[config.mk]
export PLATFORM = sky130hd
export DESIGN_NAME = lcd_status_display
export DESIGN_NICKNAME = d
export VERILOG_FILES = /design/src/rtl/lcd_pkg.sv /design/src/rtl/lcd_msg_rom.sv /design/src/rtl/lcd_status_display.sv
export SDC_FILE = /design/constraint.sdc
export NUM_CORES = 1
export LEC_CHECK = 0
export BUFFER_PORTS_ARGS = -buffer_cell sky130_fd_sc_hd__buf_2
export CORE_MARGIN = 4
export CORE_UTILIZATION = 62
export DETAILED_ROUTE_END_ITERATION = 8
export GPL_ROUTABILITY_DRIVEN = 1
export PLACE_DENSITY = 0.88
export SETUP_SLACK_MARGIN = 0.05
export SLEW_MARGIN = 20
export SYNTH_ARGS = -nofsm -noshare
export SYNTH_HDL_FRONTEND = slang
export SYNTH_SLANG_ARGS = --single-unit
[constraint.sdc]
create_clock -name iCLK -period 5.3 [get_ports iCLK]
set_input_delay 0 -clock iCLK [delete_from_list [all_inputs] [get_ports iCLK]]
set_output_delay 0 -clock iCLK [all_outputs]
set_load 0.05 [all_outputs]
[src/rtl/lcd_pkg.sv]
// Shared constants, message text and FSM encoding for the status LCD sequencer.
package lcd_pkg;

    localparam logic [7:0] CMD_FUNC  = 8'h38;
    localparam logic [7:0] CMD_DISP  = 8'h0C;
    localparam logic [7:0] CMD_CLR   = 8'h01;
    localparam logic [7:0] CMD_ENTRY = 8'h06;
    localparam logic [7:0] CMD_LINE1 = 8'h80;
    localparam logic [7:0] CMD_LINE2 = 8'hC0;

    localparam logic [7:0] ASC_SP = 8'h20;
    localparam logic [7:0] ASC_0  = 8'h30;

    localparam int INIT_LEN  = 4;
    localparam int PAINT_LEN = 34;

    // Each message is exactly 16 characters, space padded, first character in the MSBs.
    localparam logic [127:0] MSG_PARADO   = "Parado          ";
    localparam logic [127:0] MSG_SUBINDO  = "Subindo ^       ";
    localparam logic [127:0] MSG_DESCENDO = "Descendo v      ";
    localparam logic [127:0] MSG_ERRO     = "Erro            ";
    localparam logic [127:0] MSG_ANDAR    = "Andar           ";

    typedef enum logic [2:0] {
        S_LOAD,
        S_WAIT,
        S_DLY,
        S_NEXT,
        S_IDLE,
        S_SNAP
    } lcdState_t;

    function automatic logic [7:0] msgByte(input logic [127:0] msg, input logic [3:0] pos);
        return msg[8*(15 - int'(pos)) +: 8];
    endfunction

endpackage

[src/rtl/lcd_msg_rom.sv]
// Combinational transfer table: init commands, or the two-line status/floor screen.
module lcd_msg_rom
    import lcd_pkg::*;
#(
    parameter int STATUS_W = 2,
    parameter int FLOOR_W  = 4
) (
    input  logic                initPhase,
    input  logic [STATUS_W-1:0] status,
    input  logic [FLOOR_W-1:0]  floor,
    input  logic [5:0]          idx,
    output logic [8:0]          xfer
);

    logic [5:0]   rem;
    logic [2:0]   tens;
    logic [127:0] line1;
    logic [7:0]   line2Char;
    logic [3:0]   pos1;
    logic [3:0]   pos2;

    // Floor is at most 63, so six conditional subtractions of ten are enough.
    always_comb begin
        rem  = 6'(floor);
        tens = '0;
        for (int k = 0; k < 6; k++) begin
            if (rem >= 6'd10) begin
                rem  = rem - 6'd10;
                tens = tens + 3'd1;
            end
        end
    end

    always_comb begin
        case (int'(status))
            0:       line1 = MSG_PARADO;
            1:       line1 = MSG_SUBINDO;
            2:       line1 = MSG_DESCENDO;
            default: line1 = MSG_ERRO;
        endcase
    end

    assign pos1 = 4'(idx - 6'd1);
    assign pos2 = 4'(idx - 6'd18);

    always_comb begin
        line2Char = msgByte(MSG_ANDAR, pos2);
        if (pos2 == 4'd6 && tens != 3'd0) begin
            line2Char = ASC_0 + 8'(tens);
        end else if (pos2 == 4'd7) begin
            line2Char = ASC_0 + 8'(rem);
        end
    end

    always_comb begin
        xfer = {1'b0, CMD_FUNC};
        if (initPhase) begin
            case (idx[1:0])
                2'd0:    xfer = {1'b0, CMD_FUNC};
                2'd1:    xfer = {1'b0, CMD_DISP};
                2'd2:    xfer = {1'b0, CMD_CLR};
                default: xfer = {1'b0, CMD_ENTRY};
            endcase
        end else if (idx == 6'd0) begin
            xfer = {1'b0, CMD_LINE1};
        end else if (idx <= 6'd16) begin
            xfer = {1'b1, msgByte(line1, pos1)};
        end else if (idx == 6'd17) begin
            xfer = {1'b0, CMD_LINE2};
        end else begin
            xfer = {1'b1, line2Char};
        end
    end

endmodule

[src/rtl/lcd_status_display.sv]
// Host-side HD44780 sequencer: one-time init, then repaints status and floor on change or refresh.
module lcd_status_display
    import lcd_pkg::*;
#(
    parameter int DLY_CYCLES = 262142,
    parameter int STATUS_W   = 2,
    parameter int FLOOR_W    = 4
) (
    input  logic                iCLK,
    input  logic                Reset,
    input  logic [STATUS_W-1:0] iStatus,
    input  logic [FLOOR_W-1:0]  iFloor,
    input  logic                iRefresh,
    input  logic                iDone,
    output logic [7:0]          oDATA,
    output logic                oRS,
    output logic                oStart,
    output logic                oBusy
);

    localparam int CNT_W = (DLY_CYCLES > 1) ? $clog2(DLY_CYCLES) : 1;

    lcdState_t           state;
    logic [5:0]          idx;
    logic                initDone;
    logic                pending;
    logic [CNT_W-1:0]    dlyCnt;
    logic [STATUS_W-1:0] snapStatus;
    logic [FLOOR_W-1:0]  snapFloor;
    logic [8:0]          romXfer;
    logic                inputsMoved;

    assign inputsMoved = (iStatus != snapStatus) || (iFloor != snapFloor);

    lcd_msg_rom #(
        .STATUS_W(STATUS_W),
        .FLOOR_W (FLOOR_W)
    ) uRom (
        .initPhase(!initDone),
        .status   (snapStatus),
        .floor    (snapFloor),
        .idx      (idx),
        .xfer     (romXfer)
    );

    always_ff @(posedge iCLK) begin
        if (Reset) begin
            state    <= S_LOAD;
            idx      <= '0;
            initDone <= 1'b0;
            pending  <= 1'b0;
            dlyCnt   <= '0;
            oDATA    <= '0;
            oRS      <= 1'b0;
            oStart   <= 1'b0;
            oBusy    <= 1'b1;
        end else begin
            // The snapshot is meaningless until the first paint, so input moves only queue after init.
            if ((state inside {S_LOAD, S_WAIT, S_DLY, S_NEXT}) &&
                (iRefresh || (initDone && inputsMoved))) begin
                pending <= 1'b1;
            end

            case (state)
                S_LOAD: begin
                    {oRS, oDATA} <= romXfer;
                    oStart       <= 1'b1;
                    state        <= S_WAIT;
                end
                S_WAIT: begin
                    if (iDone) begin
                        oStart <= 1'b0;
                        dlyCnt <= '0;
                        state  <= S_DLY;
                    end
                end
                S_DLY: begin
                    if (dlyCnt == CNT_W'(DLY_CYCLES - 1)) begin
                        dlyCnt <= '0;
                        state  <= S_NEXT;
                    end else begin
                        dlyCnt <= dlyCnt + CNT_W'(1);
                    end
                end
                S_NEXT: begin
                    if (!initDone && idx == 6'(INIT_LEN - 1)) begin
                        initDone <= 1'b1;
                        state    <= S_SNAP;
                    end else if (initDone && idx == 6'(PAINT_LEN - 1)) begin
                        oBusy <= 1'b0;
                        state <= S_IDLE;
                    end else begin
                        idx   <= idx + 6'd1;
                        state <= S_LOAD;
                    end
                end
                S_IDLE: begin
                    if (pending || iRefresh || inputsMoved) begin
                        oBusy <= 1'b1;
                        state <= S_SNAP;
                    end
                end
                S_SNAP: begin
                    snapStatus <= iStatus;
                    snapFloor  <= iFloor;
                    pending    <= iRefresh;
                    idx        <= '0;
                    state      <= S_LOAD;
                end
                default: state <= S_LOAD;
            endcase
        end
    end

endmodule

==> flow_summary.json, run 1 <==
{
  "drv_cap": 0,
  "crit_path_end_kind": "flip-flop",
  "drc": 0,
  "cp.required_ns": 5.51,
  "cp_max_fo": 13,
  "skew_ns": 0.00835,
  "grt_pass1_wl_um": 15300,
  "grt_start_max_net_pins": 40,
  "critPathLaunchType": "flip-flop",
  "async_flop_share_pct": 0,
  "place_hpwl_um": 6390,
  "powerDensity_nw_per_um2": 183,
  "rows": 27,
  "drt-total-wl_um": 8930,
  "final_nets": 512,
  "fmax_mhz": 206,
  "cts.sinks": 46,
  "synthFlopType": "dfxtp_1",
  "hold_viol_final": 0,
  "irDropWorstVdd_mv": 0.143,
  "synth_cell_type_count": 78,
  "layout_commonest_cell": "nor2_1",
  "overflow": 0,
  "syn_avg_cell_area_um2": 7.88,
  "total_power_mw": 0.725,
  "syn-cell-area_um2": 3700,
  "hold_path.class": "in -> reg",
  "synth_seq_cells": 46,
  "crit_path_top_delay_cell": "edfxtp_1",
  "grtUsageTotal_pct": 25.0,
  "place_ws_ns": 0.394,
  "ys_seq_area_share_pct": 26.5,
  "portBuffers": 20,
  "worstPathCellList": "inv_1, ha_1, inv_1, ha_1, nor2_1, nor2_1, o31ai_2, ha_2, xnor2_1, ha_1, mux2_2, ha_1, mux2_2, ha_1, nor2_1, mux2i_1, o211ai_2, a21boi_2, a31oi_1, nor4_2",
  "drive_above_1_share_pct": 13.2,
  "viasPerCell": 6.53,
  "routedWlPerCell_um": 16.2,
  "synth_warnings": 0,
  "dr_total_vias": 3597,
  "cp_common_cell": "ha_1",
  "fin_tns_setup_ns": 0,
  "die_w_um": 85.3,
  "drv_slew": 0,
  "path_class": "reg -> reg",
  "nFillCells": 441,
  "grt_pass1_vias": 3379,
  "maxSlewHeadroom_pct": 31.5,
  "die_area_um2": 7280,
  "syn-instance-count": 470,
  "antenna_cells": 0,
  "hold_ws_ns": 0.0299,
  "critPathArrivalTime_ns": 5.08,
  "worstMarginPinSlew_ns": 1.03,
  "io_pins": 21,
  "syn_to_final_growth_pct": 6.96,
  "clk_latency_ns": 0.30,
  "firstDrtPassIters": 7,
  "setup_viol": 0,
  "cpPeakStageDelay_ns": 0.48,
  "drt_first_iter_violations": 326,
  "cts_tree": "built",
  "clock_path_buffers": 2,
  "rsz0062_at_grt": "no",
  "cts_inserted_buffers": 5,
  "coreArea_um2": 5640,
  "ant_nets": 0,
  "min_period_over_period_pct": 91.8,
  "p_leak_nw": 1.38,
  "htreeDepth": 2,
  "die-height_um": 85.3,
  "globalplace.congestion": 0.984,
  "synth_edf_count": 6,
  "fin_crit_ns": 4.86,
  "status": "finished, final reports clean",
  "root_buffer": "clkbuf_8",
  "grt_antenna_before_repair": 0,
  "clkTransAtPathRegs_ns": 0.09,
  "final_cell_mix": "67 x nor2_1, 40 x dfxtp_1, 36 x nand2_1",
  "setup_ws_ns": 0.437,
  "start_util_pct": 65.7
}
area by class of cell:
| class | instances | area (µm²) | area share [%] |
|---|---|---|---|
| clock buffer | 7 | 97.6 | 2.46 |
| clock inverter | 1 | 7.51 | 0.189 |
| inverter | 16 | 60.1 | 1.52 |
| multi-input combinational | 380 | 2540 | 64.2 |
| sequential | 46 | 981 | 24.8 |
| tap | 72 | 90.1 | 2.27 |
| timing repair buffer | 29 | 183 | 4.61 |
path summary, 6_finish.rpt:
path                start       end  slack [ns]  cells after the start
max          snapFloor[2]  oDATA[0]        0.44                     20
min                 iDone    oStart        0.03                      4
max reg2reg  snapFloor[2]  oDATA[0]        0.44                     20
min reg2reg      oDATA[7]  oDATA[7]        0.47                      2
Yosys cell counts (5+ instances only):
cell,instances,area share [%]
nor2_1,67,6.8
dfxtp_1,40,22
nand2_1,36,3.6
a21oi_1,31,4.2
o21ai_0,25,3.4
ha_1,24,8.1
inv_1,16,1.6
nand3_1,16,2.2
a311oi_1,12,2.8
clkbuf_1,12,1.2
nor3_1,12,1.6
buf_2,10,1.4
a211oi_1,8,1.6
a31oi_1,8,1.4
xnor2_1,8,1.9
xor2_1,8,1.9
mux2i_1,7,1.9
nand2b_1,7,1.2
nor2b_1,7,1.2
edfxtp_1,6,4.9
nor3b_1,6,1.2
o21ai_1,5,0.68
power by group:
part           total (mW)  leakage (nW)  internal, mW  switching, mW
clock network       0.246        0.0496         0.122          0.124
logic               0.109         0.953        0.0351         0.0738
registers           0.371         0.379         0.361         0.0102
total               0.725          1.38         0.518          0.208
critical path, delay by kind of cell (launching register included):
kind            cells  cell delay (ns)
flops               1             0.48
compound gates      4             0.83
buf+inv             2             0.21
mux                 3             0.63
fa+ha+maj           6             1.80
simple gates        4             0.65
xor+xnor            1             0.18
logic make-up after synthesis:
family	Yosys count	share of synthesized area [%]
other	1	0.101
adders and majority gates	24	8.11
buffers and inverters	45	5.30
DFF	46	26.5
and+or+nand+nor	187	25.7
muxes	11	3.11
AOI/OAI and AO/OA	137	26.1
xor gates and xnor gates	19	5.10
state kept, by name, summed over array words and instances, names as in the netlist, 2 cells and up:
signal	count
dlyCnt	18
oDATA	8
idx	6
snapFloor	4
state	3
snapStatus	2
through the flow:
| step | utilization (%) | cells | area (µm²) |
|---|---|---|---|
| 2_1_floorplan | - | 471 | 3710 |
| 3_3_place_gp | 67.1 | 537 | 3780 |
| 3_5_place_dp | 67.2 | 537 | 3790 |
| 4_1_cts | 70.1 | 551 | 3960 |
| 5_1_grt | 70.2 | 551 | 3960 |
| 6_report | 70.2 | 551 | 3960 |
what timing repair did:
item	4_1_cts	5_1_grt
buffers inserted	0	0
hold buffers	6	0
resized for setup	0	2
endpoints found under the hold margin	6	0
endpoints found under the setup margin	0	1
metal layers:
metal / GRT usage [%] / up-vias / wire length [µm]
li1: - / 1739 / -
met5: 0 / - / 0
met3: 4.66 / 35 / 599
met2: 41.2 / 158 / 4250
met1: 32.2 / 1665 / 3810
met4: 10.2 / 0 / 257
Note: power is estimated with default switching activity, not from simulation.
==> inputs of run 2 (changes only) <==
--- a/config.mk
+++ b/config.mk
@@ -7,10 +7,11 @@
 export LEC_CHECK = 0
 export BUFFER_PORTS_ARGS = -buffer_cell sky130_fd_sc_hd__buf_2
 export CORE_MARGIN = 4
-export CORE_UTILIZATION = 62
+export CORE_UTILIZATION = 64
+export CTS_BUF_LIST = sky130_fd_sc_hd__clkbuf_8
 export DETAILED_ROUTE_END_ITERATION = 8
 export GPL_ROUTABILITY_DRIVEN = 1
-export PLACE_DENSITY = 0.88
+export PLACE_DENSITY = 0.9
 export SETUP_SLACK_MARGIN = 0.05
 export SLEW_MARGIN = 20
 export SYNTH_ARGS = -nofsm -noshare
==> run 2 against run 1 <==
  * Combinational power hardly changed
  * Final cell count is 0.18% higher
  * Hold slack worse by 0.017 ns
  * Wire length is 0.16% higher
  * Largest cell class unchanged
  * Sequential power hardly changed
  * Non-clock buffer count is 1 higher
==> flow_summary.json, run 2 (synthesis results as in run 1) <==
{
  "postCtsSetupBuffers": 0,
  "ant_nets": 0,
  "setup_viol": 0,
  "hold_viol_final": 0,
  "start_util_pct": 66.5,
  "die-height_um": 84.1,
  "p_switching_mw": 0.219,
  "htreeDepth": 2,
  "clkTransAtPathRegs_ns": 0.09,
  "ctsResizeCount": 0,
  "intPower_mw": 0.492,
  "layout.cells.non_filler": 552,
  "min_period_over_period_pct": 91.6,
  "place_hpwl_um": 6450,
  "worstMarginPinSlew_ns": 1.02,
  "drive_above_1_share_pct": 12.9,
  "status": "finished, final reports clean",
  "root_buffer": "clkbuf_8",
  "drt_first_iter_violations": 234,
  "design_area_um2": 3950,
  "fin_tns_setup_ns": 0,
  "grt_antenna_before_repair": 0,
  "dp_cells": 538,
  "viasPerCell": 6.40,
  "die_w_um": 84.1,
  "grt_pass1_vias": 3339,
  "grt_start_max_net_pins": 40,
  "irDropWorstVdd_mv": 0.124,
  "clock_path_buffers": 2,
  "rsz0062_at_grt": "no",
  "fmax_mhz": 206,
  "grtUsageTotal_pct": 25.8,
  "crit_start": "snapFloor[2]",
  "hold_path.class": "in -> reg",
  "grt_pass1_wl_um": 15300,
  "drt-total-wl_um": 8940,
  "top_register": "dlyCnt",
  "path_class": "reg -> reg",
  "coreArea_um2": 5570,
  "cts_tree": "built",
  "io_pins": 21,
  "p_leak_nw": 1.38,
  "critPathArrivalTime_ns": 5.09,
  "cts.sinks": 46,
  "drv_cap": 0,
  "critPathLaunchType": "flip-flop",
  "place_area_um2": 3790,
  "largest_reg_flops": 18,
  "drc": 0,
  "overflow": 0,
  "antenna_cells": 0,
  "firstDrtPassIters": 5,
  "cp.required_ns": 5.53,
  "dr_total_vias": 3534,
  "place_ws_ns": 0.465,
  "routedWlPerCell_um": 16.2,
  "rows": 27,
  "r2r-start": "snapFloor[2]",
  "cts_inserted_buffers": 5,
  "skew_ns": 0.0119,
  "fin_util_pct": 70.8,
  "top_regs": "dlyCnt: 18 flops, oDATA: 8 flops, idx: 6 flops",
  "globalplace.congestion": 0.953,
  "clkPwrFrac_pct": 32.3,
  "ff2ff_path_depth": 20,
  "switching_share_pct": 30.8,
  "portBuffers": 20,
  "clk_latency_ns": 0.32,
  "crit_path_end_kind": "flip-flop",
  "final_nets": 513,
  "comb_power_share_pct": 15.5,
  "drv_slew": 0,
  "cp_max_fo": 13,
  "die_area_um2": 7070,
  "fin_crit_ns": 4.85,
  "syn_to_final_growth_pct": 6.52,
  "maxSlewHeadroom_pct": 32.2,
  "whs_path_depth": 4,
  "setup_ws_ns": 0.446,
  "min_from": "iDone",
  "layout_commonest_cell": "nor2_1",
  "powerDensity_nw_per_um2": 180,
  "p_seq_share_pct": 52.1,
  "final_cell_mix": "67 x nor2_1, 40 x dfxtp_1, 36 x nand2_1"
}
run 2: worst paths after layout:
kind | slack, ns | end
max reg2reg | 0.45 | oDATA[0]
min | 0.01 | oStart
max | 0.45 | oDATA[0]
min reg2reg | 0.47 | oDATA[7]
run 2: worst max-delay path, cell delays in order, from the launching register on:
cell and delay [ns]:
edfxtp_1 0.47, inv_1 0.15, ha_1 0.17, inv_1 0.04, ha_1 0.32, nor2_1 0.23, nor2_1 0.08, o31ai_1 0.26
ha_1 0.40, xnor2_1 0.21, ha_1 0.24, mux2_2 0.27, ha_1 0.32, mux2_2 0.28, ha_1 0.32, nor2_1 0.10
mux2i_1 0.09, o211ai_2 0.21, a21boi_2 0.28, a31oi_1 0.13, nor4_2 0.20
run 2: per-stage QoR:
stage / total power [mW] / hold slack (ns)
2_1_floorplan: 0.457 / 0.0989
3_3_place_gp: 0.480 / 0.202
3_5_place_dp: 0.483 / 0.208
4_1_cts: 0.710 / 0.0140
5_1_grt: 0.739 / 0.0495
6_report: 0.711 / 0.0131
run 2: what timing repair did:
item                                    4_1_cts  5_1_grt
hold buffers                                  6        0
endpoints found under the setup margin        0        0
endpoints found under the hold margin         6        0
run 2: final cells by class:
class | instances | area [µm²]
fill | 439 | 1630
inverter | 16 | 60.1
timing repair buffer | 30 | 190
tap | 72 | 90.1
sequential | 46 | 981
clock buffer | 5 | 68.8
clock inverter | 3 | 25.0
multi-input combinational | 380 | 2530
run 2: per-layer routing:
layer	vias up	wire length (µm)	GRT usage [%]
met3	29	545	3.95
met2	128	4350	43.3
met1	1641	3810	32.5
li1	1736	-	-
met5	-	0	0
met4	0	239	11.1
run 2: power by group through the flow:
stage / Combinational [mW] / Clock (mW) / Sequential (mW)
finish: 0.110 / 0.230 / 0.371
global route: 0.120 / 0.247 / 0.372
CTS: 0.109 / 0.231 / 0.370
detailed placement: 0.105 / 0 / 0.378
global placement: 0.102 / 0 / 0.378
floorplan: 0.0642 / 0 / 0.393
